===== src/rtl/uart_ctrl_fmon_pkg.sv =====
// Shared types and dwell constants for the UART FIFO level monitor.
// Dwell counting is only built when UART_CTRL_FMON_DWELL_EN is defined.
package uart_ctrl_fmon_pkg;

  typedef enum logic [1:0] {
    S_EMPTY = 2'd0,
    S_PART  = 2'd1,
    S_FULL  = 2'd2
  } chan_state_e;

  typedef enum logic {
    SN_IDLE = 1'b0,
    SN_HOLD = 1'b1
  } snap_state_e;

  localparam int DWELL_W = 16;
  localparam logic [DWELL_W-1:0] DWELL_MAX = 16'hFFFF;

  // Saturating increment so a long stall never wraps back to a small count.
  function automatic logic [DWELL_W-1:0] dwell_inc(input logic [DWELL_W-1:0] d);
    if (d == DWELL_MAX) begin
      return d;
    end else begin
      return d + 16'd1;
    end
  endfunction

endpackage


===== src/rtl/uart_ctrl_fmon_chan.sv =====
// One monitored FIFO channel: occupancy FSM, level, peak, watermark pulses, sticky errors.
// Optional full-dwell counter under UART_CTRL_FMON_DWELL_EN.
module uart_ctrl_fmon_chan
  import uart_ctrl_fmon_pkg::*;
#(
  parameter int DEPTH = 16,
  parameter int LVL_W = $clog2(DEPTH + 1)
) (
  input  logic             clock,
  input  logic             reset,
  input  logic             push,
  input  logic             pop,
  input  logic             clr,
  input  logic [LVL_W-1:0] hi_wm,
  input  logic [LVL_W-1:0] lo_wm,
  output logic [LVL_W-1:0] level,
  output logic [LVL_W-1:0] peak,
  output logic             full,
  output logic             empty,
  output logic             hi_cross,
  output logic             lo_cross,
  output logic             ovf_err,
`ifdef UART_CTRL_FMON_DWELL_EN
  output logic [DWELL_W-1:0] full_dwell,
`endif
  output logic             udf_err
);

  localparam logic [LVL_W-1:0] DEPTH_L = LVL_W'(DEPTH);
  localparam logic [LVL_W-1:0] ONE_L   = LVL_W'(1);
  localparam logic [LVL_W-1:0] ZERO_L  = LVL_W'(0);

  chan_state_e      state_r, nxt_state_s;
  logic [LVL_W-1:0] level_r, nxt_level_s, peak_r;
  logic             full_r, empty_r, hi_cross_r, lo_cross_r, ovf_r, udf_r;
  logic             ovf_ev_s, udf_ev_s;

  // Next occupancy and error events; levels saturate at 0 and DEPTH.
  always_comb begin
    nxt_state_s = state_r;
    nxt_level_s = level_r;
    ovf_ev_s    = 1'b0;
    udf_ev_s    = 1'b0;
    case (state_r)
      S_EMPTY: begin
        udf_ev_s = pop;
        if (push) begin
          nxt_level_s = ONE_L;
          nxt_state_s = S_PART;
        end else begin
          nxt_level_s = ZERO_L;
          nxt_state_s = S_EMPTY;
        end
      end
      S_PART: begin
        if (push && !pop) begin
          nxt_level_s = level_r + ONE_L;
        end else if (pop && !push) begin
          nxt_level_s = level_r - ONE_L;
        end else begin
          nxt_level_s = level_r;
        end
        if (nxt_level_s == DEPTH_L) begin
          nxt_state_s = S_FULL;
        end else if (nxt_level_s == ZERO_L) begin
          nxt_state_s = S_EMPTY;
        end else begin
          nxt_state_s = S_PART;
        end
      end
      S_FULL: begin
        if (pop && !push) begin
          nxt_level_s = DEPTH_L - ONE_L;
          nxt_state_s = S_PART;
        end else begin
          ovf_ev_s    = push && !pop;
          nxt_level_s = DEPTH_L;
          nxt_state_s = S_FULL;
        end
      end
      default: begin
        nxt_level_s = ZERO_L;
        nxt_state_s = S_EMPTY;
      end
    endcase
  end

  // Channel state and all registered status outputs.
  always_ff @(posedge clock or posedge reset) begin
    if (reset) begin
      state_r    <= S_EMPTY;
      level_r    <= ZERO_L;
      peak_r     <= ZERO_L;
      full_r     <= 1'b0;
      empty_r    <= 1'b1;
      hi_cross_r <= 1'b0;
      lo_cross_r <= 1'b0;
      ovf_r      <= 1'b0;
      udf_r      <= 1'b0;
    end else begin
      state_r    <= nxt_state_s;
      level_r    <= nxt_level_s;
      full_r     <= (nxt_state_s == S_FULL);
      empty_r    <= (nxt_state_s == S_EMPTY);
      hi_cross_r <= (level_r < hi_wm) && (nxt_level_s >= hi_wm);
      lo_cross_r <= (level_r > lo_wm) && (nxt_level_s <= lo_wm);
      // A clear restarts peak tracking from the level that becomes visible.
      if (clr || (nxt_level_s > peak_r)) begin
        peak_r <= nxt_level_s;
      end else begin
        peak_r <= peak_r;
      end
      ovf_r <= ovf_ev_s | (ovf_r & ~clr);
      udf_r <= udf_ev_s | (udf_r & ~clr);
    end
  end

`ifdef UART_CTRL_FMON_DWELL_EN
  logic [DWELL_W-1:0] dwell_r;

  // Count cycles spent in S_FULL since reset or clear.
  always_ff @(posedge clock or posedge reset) begin
    if (reset) begin
      dwell_r <= 16'd0;
    end else if (clr) begin
      dwell_r <= 16'd0;
    end else if (state_r == S_FULL) begin
      dwell_r <= dwell_inc(dwell_r);
    end else begin
      dwell_r <= dwell_r;
    end
  end

  assign full_dwell = dwell_r;
`endif

  assign level    = level_r;
  assign peak     = peak_r;
  assign full     = full_r;
  assign empty    = empty_r;
  assign hi_cross = hi_cross_r;
  assign lo_cross = lo_cross_r;
  assign ovf_err  = ovf_r;
  assign udf_err  = udf_r;

endmodule


===== src/rtl/uart_ctrl_fifo_level_mon.sv =====
// Multi-channel FIFO occupancy monitor with a req/ack snapshot port for coverage.
// UART_CTRL_FMON_DWELL_EN adds full_dwell and snap_dwell.
module uart_ctrl_fifo_level_mon
  import uart_ctrl_fmon_pkg::*;
#(
  parameter  int NUM_CH = 2,
  parameter  int DEPTH  = 16,
  localparam int LVL_W  = $clog2(DEPTH + 1)
) (
  input  logic                    clock,
  input  logic                    reset,
  input  logic [NUM_CH-1:0]       push,
  input  logic [NUM_CH-1:0]       pop,
  input  logic [LVL_W-1:0]        hi_wm,
  input  logic [LVL_W-1:0]        lo_wm,
  input  logic                    clr,
  output logic [NUM_CH*LVL_W-1:0] level,
  output logic [NUM_CH*LVL_W-1:0] peak,
  output logic [NUM_CH-1:0]       full,
  output logic [NUM_CH-1:0]       empty,
  output logic [NUM_CH-1:0]       hi_cross,
  output logic [NUM_CH-1:0]       lo_cross,
  output logic [NUM_CH-1:0]       ovf_err,
  output logic [NUM_CH-1:0]       udf_err,
`ifdef UART_CTRL_FMON_DWELL_EN
  output logic [NUM_CH*DWELL_W-1:0] full_dwell,
  output logic [NUM_CH*DWELL_W-1:0] snap_dwell,
`endif
  input  logic                    snap_req,
  output logic                    snap_valid,
  output logic [NUM_CH*LVL_W-1:0] snap_data,
  input  logic                    snap_ack
);

  snap_state_e             snap_state_r;
  logic                    snap_valid_r;
  logic [NUM_CH*LVL_W-1:0] snap_data_r;

  for (genvar i = 0; i < NUM_CH; i++) begin : g_chan
    uart_ctrl_fmon_chan #(
      .DEPTH (DEPTH),
      .LVL_W (LVL_W)
    ) u_chan (
      .clock      (clock),
      .reset      (reset),
      .push       (push[i]),
      .pop        (pop[i]),
      .clr        (clr),
      .hi_wm      (hi_wm),
      .lo_wm      (lo_wm),
      .level      (level[i*LVL_W +: LVL_W]),
      .peak       (peak[i*LVL_W +: LVL_W]),
      .full       (full[i]),
      .empty      (empty[i]),
      .hi_cross   (hi_cross[i]),
      .lo_cross   (lo_cross[i]),
      .ovf_err    (ovf_err[i]),
`ifdef UART_CTRL_FMON_DWELL_EN
      .full_dwell (full_dwell[i*DWELL_W +: DWELL_W]),
`endif
      .udf_err    (udf_err[i])
    );
  end

`ifdef UART_CTRL_FMON_DWELL_EN
  logic [NUM_CH*DWELL_W-1:0] snap_dwell_r;

  // Dwell counts are captured together with the levels so the snapshot stays coherent.
  always_ff @(posedge clock or posedge reset) begin
    if (reset) begin
      snap_dwell_r <= '0;
    end else if ((snap_state_r == SN_IDLE) && snap_req) begin
      snap_dwell_r <= full_dwell;
    end else begin
      snap_dwell_r <= snap_dwell_r;
    end
  end

  assign snap_dwell = snap_dwell_r;
`endif

  // Snapshot handshake: capture all levels in one cycle, hold until acknowledged.
  always_ff @(posedge clock or posedge reset) begin
    if (reset) begin
      snap_state_r <= SN_IDLE;
      snap_valid_r <= 1'b0;
      snap_data_r  <= '0;
    end else begin
      case (snap_state_r)
        SN_IDLE: begin
          if (snap_req) begin
            snap_data_r  <= level;
            snap_valid_r <= 1'b1;
            snap_state_r <= SN_HOLD;
          end else begin
            snap_valid_r <= 1'b0;
          end
        end
        SN_HOLD: begin
          if (snap_ack) begin
            snap_valid_r <= 1'b0;
            snap_state_r <= SN_IDLE;
          end else begin
            snap_valid_r <= 1'b1;
          end
        end
        default: begin
          snap_valid_r <= 1'b0;
          snap_state_r <= SN_IDLE;
        end
      endcase
    end
  end

  assign snap_valid = snap_valid_r;
  assign snap_data  = snap_data_r;

endmodule


===== config.mk =====
export PLATFORM = sky130hd
export DESIGN_NAME = uart_ctrl_fifo_level_mon
export DESIGN_NICKNAME = d
export VERILOG_FILES = /design/src/rtl/uart_ctrl_fmon_pkg.sv /design/src/rtl/uart_ctrl_fmon_chan.sv /design/src/rtl/uart_ctrl_fifo_level_mon.sv
export SDC_FILE = /design/constraint.sdc
export NUM_CORES = 1
export LEC_CHECK = 0
export BUFFER_PORTS_ARGS = -buffer_cell sky130_fd_sc_hd__buf_2
export CAP_MARGIN = 20
export CORE_MARGIN = 4
export CORE_UTILIZATION = 61
export CTS_CLUSTER_SIZE = 14
export DETAILED_ROUTE_END_ITERATION = 8
export PLACE_DENSITY = 0.95
export SKIP_CTS_REPAIR_TIMING = 1
export SYNTH_ARGS = -nofsm -noshare
export SYNTH_HDL_FRONTEND = slang
export SYNTH_HIERARCHICAL = 1
export SYNTH_SLANG_ARGS = --single-unit

===== constraint.sdc =====
create_clock -name clock -period 6.5 [get_ports clock]
set_input_delay 0.975 -clock clock [delete_from_list [all_inputs] [get_ports clock]]
set_output_delay 0.975 -clock clock [all_outputs]
set_load 0.005 [all_outputs]

# Yosys cells after proc, flatten, opt, wreduce, memory -nomap -nowiden
# Cells that the tools add are included.
# word_totals
regBits	47
inputBits	19
wordCells	104
# op_classes
order_cmp	10
n_addsub	4
bitwise	10
n_mux	31
eq_ne	8
n_reduce_logical	21
# op_table
op	count
2-to-1 mux 5 bit	8
one-hot mux 5 bit (3 select lines)	2
> comparator 5 bit	4
2-to-1 mux 1 bit	14
one-hot mux 2 bit (3 select lines)	2
adder 5 x 1 -> 5 bit (second input constant)	2
equality test 5 bit (second input constant)	2
greater-or-equal comparator 5 bit	2
<= comparator 5 bit	2
logical NOT 5 bit	2
< comparator 5 bit	2
subtractor 5 x 1 -> 5 bit (second input constant)	2
equality test 2 bit (second input constant)	4
logical AND 1 bit	8
logical NOT 2 bit	4
2-to-1 mux 2 bit	4
AND 1 bit	4
equality test 2 x 1 -> 1 bit (second input constant)	2
logical NOT 1 bit	4
bitwise OR 1 bit	4
logical OR 1 bit	2
inverter 1 bit	2
one-hot mux 1 bit (2 select lines)	1
AND reduction 2 bit	1

# Depth between registers and ports, before layout
# Gate-level depths: netlist of run 1.
# logic_depth
ltp_word	10
ltp_mapped	12
depth_no_buf	12

# Cells and area by module
# Netlist of run 1, hierarchy kept.
# modules_own_cells
mod	instances	seq_area_each_um2	cells_each	area_per_inst_um2
uart_ctrl_fmon_chan at g_chan[0].u_chan	1	451.7	147	1448.9
uart_ctrl_fmon_chan at g_chan[1].u_chan	1	451.7	148	1447.6
uart_ctrl_fifo_level_mon	1	275.3	26	457.9

# Worst setup path before layout of run 1
# Ideal clock, no wire load.
# synth_path
kind	input-to-reg
from	input pop[0]
to	register g_chan[0].u_chan.peak_r[0]
setup_slack_ps	3211
n_path_buf	1
setup_ps	125
cell_stages	10
t_required_ps	6375
arrival_time_ps	3165
cell_sequence	nand2b_1 > buf_6 > o32ai_2 > xnor2_1 > o22ai_4 > ha_1 > and3_1 > a221o_1 > a21oi_4 > mux2_2
# synth_via
elab_chain_len	7
elab_cells_between_ends	10
# synth_rtl
item	line_no	rtl
from (decl)	uart_ctrl_fifo_level_mon.sv:13	input logic [NUM_CH-1:0] pop,
logical AND 1 bit or logical NOT 1 bit (tied branches)	uart_ctrl_fmon_chan.sv:58, uart_ctrl_fmon_chan.sv:72, uart_ctrl_fmon_chan.sv:56	
2-to-1 mux 5 bit or logical AND 1 bit (tied branches)	uart_ctrl_fmon_chan.sv:58, uart_ctrl_fmon_chan.sv:56	
2-to-1 mux 5 bit	uart_ctrl_fmon_chan.sv:56	if (push && !pop) begin
2-to-1 mux 5 bit	uart_ctrl_fmon_chan.sv:44	case (state_r)
one-hot mux 5 bit (3 select lines) *	uart_ctrl_fmon_chan.sv:44	
via g_chan[0].u_chan.nxt_level_s[4]	uart_ctrl_fmon_chan.sv:34	logic [LVL_W-1:0] level_r, nxt_level_s, peak_r;
> comparator 5 bit *	uart_ctrl_fmon_chan.sv:108	if (clr || (nxt_level_s > peak_r)) begin
logical OR 1 bit *	uart_ctrl_fmon_chan.sv:108	
to (signal assigned)	uart_ctrl_fmon_chan.sv:109	peak_r <= nxt_level_s;
to (signal assigned)	uart_ctrl_fmon_chan.sv:111	peak_r <= peak_r;
to (decl)	uart_ctrl_fmon_chan.sv:34	
# Mark *: on every way through the listed nets, which the timed path passes. The rest lies on a longest branch. The select of a mux whose other input is x is not followed.
# A chain may end at the register's enable or synchronous reset.

# Final worst setup path of run 1
# layout_path
from	input pop[1]
to	register g_chan[1].u_chan.peak_r[0]
# layout_via
elab_chain_len	7
elab_cells_between_ends	10
# layout_rtl
item	line_no
logical AND 1 bit or logical NOT 1 bit (tied branches)	uart_ctrl_fmon_chan.sv:58, uart_ctrl_fmon_chan.sv:72, uart_ctrl_fmon_chan.sv:56
2-to-1 mux 5 bit or logical AND 1 bit (tied branches)	uart_ctrl_fmon_chan.sv:58, uart_ctrl_fmon_chan.sv:56
2-to-1 mux 5 bit	uart_ctrl_fmon_chan.sv:56
2-to-1 mux 5 bit	uart_ctrl_fmon_chan.sv:44
one-hot mux 5 bit (3 select lines) *	uart_ctrl_fmon_chan.sv:44
via g_chan[1].u_chan.nxt_level_s[2]	uart_ctrl_fmon_chan.sv:34
> comparator 5 bit *	uart_ctrl_fmon_chan.sv:108
logical OR 1 bit *	uart_ctrl_fmon_chan.sv:108
to (signal assigned)	uart_ctrl_fmon_chan.sv:109
to (signal assigned)	uart_ctrl_fmon_chan.sv:111
to (decl)	uart_ctrl_fmon_chan.sv:34
# Marks and branches as above.

==> results of run 1 <==
-- state kept, by name, summed over array words and instances (netlist names), 4 cells and up --
name / flops
snap_data: 10
g_chan.u_chan/state_r: 4
g_chan.u_chan/peak: 10
g_chan.u_chan/level: 10
-- synthesized netlist by cell type, types with 5 or more instances --
| library cell | number |
|---|---|
| o22ai_1 | 7 |
| mux2_4 | 10 |
| a211oi_1 | 6 |
| dfrtp_1 | 45 |
| xnor2_1 | 6 |
| a21o_1 | 10 |
| nand4_1 | 5 |
| o21a_1 | 8 |
| inv_1 | 41 |
| ha_1 | 52 |
| nand3_1 | 7 |
| a21oi_1 | 13 |
| o21ai_0 | 6 |
| mux2i_1 | 5 |
| o21ai_1 | 8 |
| nand2b_1 | 12 |
| nand2_1 | 9 |
| nor2_1 | 15 |
-- worst register-to-register path, stage by stage, from the launching register on --
cell	delay, ns
dfrtp_1	0.54
inv_1	0.19
ha_1	0.26
nand4bb_1	0.11
o32ai_2	0.10
xnor2_1	0.32
o22ai_4	0.19
ha_1	0.35
and3_1	0.21
a221o_1	0.34
a21oi_4	0.27
mux2_2	0.38
-- final cells by class --
cell class | count | area, um^2
clock buffer | 6 | 72.6
multi-input combinational | 230 | 1990
clock inverter | 1 | 30.0
inverter | 41 | 154
tap | 70 | 87.6
sequential | 47 | 1180
fill | 350 | 1390
timing repair buffer | 61 | 305
-- cell usage in the layout (no fill, tap or decap), types with 4 or more instances in the layout --
cell type   n
a211oi_1    6
a21o_1     10
a21oi_1    13
buf_2      61
clkbuf_8    5
dfrtp_1    45
ha_1       52
inv_1      41
mux2_4     10
mux2i_1     5
nand2_1     9
nand2b_1   12
nand3_1     7
nand4_1     5
nor2_1     15
nor2b_1     4
o21a_1      8
o21ai_0     6
o21ai_1     8
o22ai_1     7
o32ai_2     4
xnor2_1     6
xor2_1      4
-- stage by stage --
step | cells | hold WS (ns) | utilization, %
finish | 456 | 0.513 | 73.3
global route | 456 | 0.526 | 73.3
CTS | 456 | 0.517 | 73.3
detailed placement | 449 | 0.494 | 71.3
global placement | 449 | 0.488 | 71.3
floorplan | 321 | 0.499 | -
-- worst min-delay path by stage --
stage                      start      endpoint  depth (start not counted)
CTS                 snap_data[6]  snap_data[6]                          1
global route        snap_data[6]  snap_data[6]                          1
global placement      snap_valid    snap_valid                          1
detailed placement  snap_data[6]  snap_data[6]                          1
finish              snap_data[6]  snap_data[6]                          1
floorplan             snap_valid    snap_valid                          1
-- cells by family (layout without fill, tap and decap cells) --
group / count (synthesis) / after routing
xor gates and xnor gates: 10 / 10
muxes: 17 / 17
adders and majority gates: 52 / 52
and+or+nand+nor: 71 / 71
buffers and inverters: 44 / 109
DFF: 47 / 47
AOI/OAI and AO/OA: 80 / 80
-- power breakdown --
group | leakage (nW) | switching [W] | total (W) | internal [W]
Combinational | 1.38 | 0.000524 | 0.00100 | 0.000477
Sequential | 0.601 | 0.000120 | 0.000531 | 0.000411
Clock | 0.0513 | 0.0000896 | 0.000202 | 0.000113
-- routing by layer --
layer	track usage (%)	up-vias	routed length [um]
met5	0	-	0
met2	39.1	83	3680
li1	-	1272	-
met1	32.4	1279	3410
met4	9.97	0	138
met3	4.45	9	464
==> results.py, run 1 <==
metrics = {
    "worst_setup_path": {
        "path_cells": "buf_2 > nand2b_1 > o2bb2ai_1 > xnor2_1 > o21ai_1 > ha_1 > and3_1 > a221o_1 > a21oi_4 > mux2_2",
        "critPathLaunchType": "input port",
        "crit_path_top_delay_cell": "o21ai_1",
        "crit_cells": 10,
        "crit_type": "in -> reg",
        "worst_setup_path_end_kind": "register",
        "endpoint": "g_chan[1].u_chan/peak[0]",
        "timing.critical_path.from": "pop[1]",
        "crit_path_max_incr_delay_ns": 0.40,
        "cp_num_buf_inv": 1,
        "r2r-start": "g_chan[0].u_chan/level[0]",
        "worstPathRequired_ns": 6.69,
        "arrival_ns": 3.72,
        "crit_family": "compound AO/OA/AOI/OAI gates",
        "rrSetupSlack_ns": 3.14,
        "r2r_end": "g_chan[0].u_chan/peak[0]",
        "reg2reg_depth": 11,
        "cp_max_fo": 9,
    },
    "outcome": {
        "status": "completed",
    },
    "grt": {
        "grt_overflow": 0,
        "antenna_found_initial": 0,
        "grt_max_degree": 19,
        "grt_first_pass_wirelength_mm": 12.6,
        "grt_pass1_vias": 2736,
        "grt_use_total_pct": 24.3,
    },
    "cells_and_area": {
        "drive_above_1_share_pct": 26.9,
        "area.growth.synth_to_final_pct": 13.8,
        "fin_nets": 457,
        "final_area_um2": 3820,
        "antenna_cells": 0,
    },
    "yosys": {
        "synth_xor_area_share_pct": 2.61,
        "synth.avg_cell_area_um2": 10.5,
        "synthArstFlopShare_pct": 100,
        "netlist_area_um2": 3350,
        "synth_simple_gate_area_share_pct": 12.2,
        "yosys.area.top_type": "dfrtp_1",
        "synth_cell_types": 43,
        "synth_top_area_share_pct": 33.6,
        "synth_fp_nets": 392,
        "synth_edf_count": 0,
        "synthTopCellsByArea": "dfrtp_1 (34%), ha_1 (19%), inv_1 (4.6%), mux2_4 (4.5%), a21o_1 (2.2%)",
        "synthAdderAreaFrac_pct": 19.4,
        "syn_inst": 321,
        "synth_compound_area_share_pct": 18.5,
        "ys_ff_latch": 47,
        "ys_seq_area_share_pct": 35.1,
        "synthFlopType": "dfrtp_1",
        "yosysWarnings": 6,
        "synth_mux_area_share_pct": 6.64,
        "synth_top_family_by_area": "adder cells",
    },
    "floorplanning": {
        "core_area_um2": 5200,
        "die_y_um": 82.2,
        "start_util_pct": 64.4,
        "die_w_um": 82.2,
        "dieArea_um2": 6750,
        "pin_count": 62,
        "rows": 26,
    },
    "clock_tree": {
        "clk_latency_ns": 0.29,
        "cts_tree": "built",
        "cts.path.max_buffers": 2,
        "htreeDepth": 2,
        "cts.sinks": 47,
        "root_buffer": "clkbuf_8",
        "clkTransAtPathRegs_ns": 0.08,
        "numCtsBuffers": 5,
    },
    "power_and_ir_drop": {
        "power.total_w": 0.00174,
        "power_density_nw_per_um2": 455,
        "ir_drop_v": 0.000223,
        "p_leak_nw": 2.03,
    },
    "placement": {
        "dp_slack_ns": 2.74,
        "dp_hpwl_mm": 5.89,
        "placed_cell_area_um2": 3710,
        "io_buffers": 61,
        "globalplace.congestion": 0.895,
    },
    "sta": {
        "period_share_pct": 54.4,
        "min_period_ns": 3.53,
        "slew_viol_final": 0,
        "worstMarginPinSlew_ns": 0.698,
        "hold_violations": 0,
        "finalSetupViolCount": 0,
        "rsz0062_at_grt": "false",
        "maxSlewHeadroom_pct": 53.3,
        "max_freq_mhz": 283,
        "layout_setup_ws_ns": 2.97,
        "setup-tns-final_ns": 0,
        "fin_skew_ns": 0.00728,
    },
    "hold_path": {
        "worstHoldPathType": "reg -> reg",
    },
    "routing": {
        "wl_per_cell_um": 16.9,
        "drt_iter0_drc": 252,
        "firstDrtPassIters": 4,
        "wl_mm": 7.69,
        "drc": 0,
        "viasPerCell": 5.80,
        "ant_nets": 0,
        "vias": 2643,
    },
    "run": {
        "maxCapViolations": 0,
    },
}
Note: power is estimated with default switching activity, not from simulation.
==> run 2, diff against run 1 <==
--- a/config.mk
+++ b/config.mk
@@ -8,10 +8,10 @@
 export BUFFER_PORTS_ARGS = -buffer_cell sky130_fd_sc_hd__buf_2
 export CAP_MARGIN = 20
 export CORE_MARGIN = 4
-export CORE_UTILIZATION = 61
+export CORE_UTILIZATION = 51
 export CTS_CLUSTER_SIZE = 14
 export DETAILED_ROUTE_END_ITERATION = 8
-export PLACE_DENSITY = 0.95
+export PLACE_DENSITY = 0.88
 export SKIP_CTS_REPAIR_TIMING = 1
 export SYNTH_ARGS = -nofsm -noshare
 export SYNTH_HDL_FRONTEND = slang
==> constraint.sdc (replaced) <==
create_clock -name clock -period 3.2 [get_ports clock]
set_input_delay 0.48 -clock clock [delete_from_list [all_inputs] [get_ports clock]]
set_output_delay 0.48 -clock clock [all_outputs]
set_load 0.005 [all_outputs]
==> results.py, run 2 (synthesis results as in run 1) <==
metrics = {
    "outcome": {
        "status": "completed",
    },
    "placement": {
        "globalplace.congestion": 0.909,
        "io_buffers": 61,
        "placed_cell_area_um2": 3800,
        "dp_hpwl_mm": 5.89,
        "dp_slack_ns": 0.209,
    },
    "worst_setup_path": {
        "arrival_ns": 3.13,
        "worst_setup_path_end_kind": "register",
        "crit_type": "reg -> reg",
        "reg2reg_depth": 11,
        "cp_max_fo": 8,
        "worstPathRequired_ns": 3.39,
        "cpMostUsedCell": "ha_1",
        "path_cells": "inv_1 > ha_1 > nand4bb_1 > o32ai_2 > xnor2_1 > o22ai_4 > ha_1 > and3_1 > a221o_1 > a21oi_4 > mux2_2",
        "rrSetupSlack_ns": 0.26,
        "critPathLaunchType": "register",
        "r2r_end": "g_chan[0].u_chan/peak[0]",
        "crit_path_top_delay_cell": "dfrtp_1",
        "r2r-start": "g_chan[0].u_chan/level[0]",
        "crit_path_max_incr_delay_ns": 0.52,
    },
    "sta": {
        "whs_ns": 0.182,
        "min_period_ns": 2.94,
        "layout_setup_ws_ns": 0.257,
        "max_freq_mhz": 340,
        "period_share_pct": 92.0,
        "rsz0062_at_grt": "false",
        "maxSlewHeadroom_pct": 53.3,
        "worstMarginPinSlew_ns": 0.700,
        "fin_skew_ns": 0.00347,
        "hold_violations": 0,
        "slew_viol_final": 0,
        "setup-tns-final_ns": 0,
        "finalSetupViolCount": 0,
    },
    "clock_tree": {
        "cts.sinks": 47,
        "cts_tree": "built",
        "htreeDepth": 2,
        "numCtsBuffers": 5,
        "cts.path.max_buffers": 2,
        "clk_latency_ns": 0.30,
        "root_buffer": "clkbuf_8",
        "clkTransAtPathRegs_ns": 0.08,
    },
    "floorplanning": {
        "dieArea_um2": 7940,
        "core_area_um2": 6390,
        "die_w_um": 89.1,
        "die_y_um": 89.1,
        "rows": 29,
        "pin_count": 62,
        "start_util_pct": 52.5,
    },
    "grt": {
        "grt_first_pass_wirelength_mm": 12.5,
        "grt_max_degree": 19,
        "grt_most_used_layer": "met2",
        "grt_overflow": 0,
        "met2_usage_pct": 31.5,
        "grt_pass1_vias": 2617,
        "antenna_found_initial": 0,
        "grt_use_total_pct": 19.8,
        "gr-usage-met3_pct": 3.41,
        "globalRouteMet1Util_pct": 27.5,
    },
    "cells_and_area": {
        "antenna_cells": 0,
        "final_area_um2": 3890,
        "area.growth.synth_to_final_pct": 16.0,
        "final_common_cell": "buf_2",
        "area.sequential_um2": 1180,
        "multi_input_area_um2": 1990,
        "final_cell_mix": "buf_2 (61), ha_1 (52), dfrtp_1 (45), inv_1 (41), nor2_1 (15)",
        "nFillCells": 518,
        "drive_above_1_share_pct": 29.2,
        "fin_nets": 468,
    },
    "power_and_ir_drop": {
        "ir_drop_v": 0.000472,
        "power_density_nw_per_um2": 912,
        "p_leak_nw": 2.08,
    },
    "routing": {
        "firstDrtPassIters": 4,
        "drc": 0,
        "wl_mm": 7.46,
        "viasPerCell": 5.59,
        "ant_nets": 0,
        "drt_iter0_drc": 202,
        "vias": 2650,
        "wl_per_cell_um": 15.7,
    },
    "hold_path": {
        "worstHoldPathType": "in -> async",
    },
    "run": {
        "maxCapViolations": 0,
    },
}
## run 2: how the worst max path moves through the flow
stage	from	endpoint	cells past startpoint
after CTS	g_chan[0].u_chan/level[0]	g_chan[0].u_chan/peak[0]	11
after global routing	g_chan[0].u_chan/level[0]	g_chan[0].u_chan/peak[0]	11
after floorplan	g_chan[0].u_chan/level[0]	g_chan[0].u_chan/peak[0]	10
after detailed placement	pop[1]	g_chan[1].u_chan/peak[0]	10
final	g_chan[0].u_chan/level[0]	g_chan[0].u_chan/peak[0]	11
after global placement	pop[1]	g_chan[1].u_chan/peak[0]	10
## run 2: report_power, final
group | switching [W] | internal [W]
logic | 0.00109 | 0.00106
registers | 0.000202 | 0.000835
clock network | 0.000189 | 0.000170
## run 2: layout make-up
type / instances / area share [%]
clock inverter: 1 / 0.129
sequential: 47 / 30.3
timing repair buffer: 72 / 9.96
tap: 77 / 2.48
inverter: 41 / 3.95
multi-input combinational: 230 / 51.1
clock buffer: 6 / 2.12
## run 2: layer usage
layer	part of all wire, %	up-vias
li1	-	1299
met1	45	1264
met2	47	73
met3	5.7	14
met4	2.1	0
met5	0	-
## run 2: stage by stage
step / total power [W] / cells / utilization [%]
floorplan: 0.00248 / 321 / -
global placement: 0.00308 / 467 / 59.6
detailed placement: 0.00318 / 467 / 59.6
CTS: 0.00356 / 474 / 61.0
global route: 0.00389 / 474 / 61.0
finish: 0.00355 / 474 / 61.0
## run 2: critical path, delay by kind of cell (launching register included)
kind / cells / cell delay, ns
compound gates: 4 / 0.68
fa+ha+maj: 2 / 0.55
flops: 1 / 0.52
mux: 1 / 0.35
simple gates: 2 / 0.32
xor+xnor: 1 / 0.25
buf+inv: 1 / 0.18
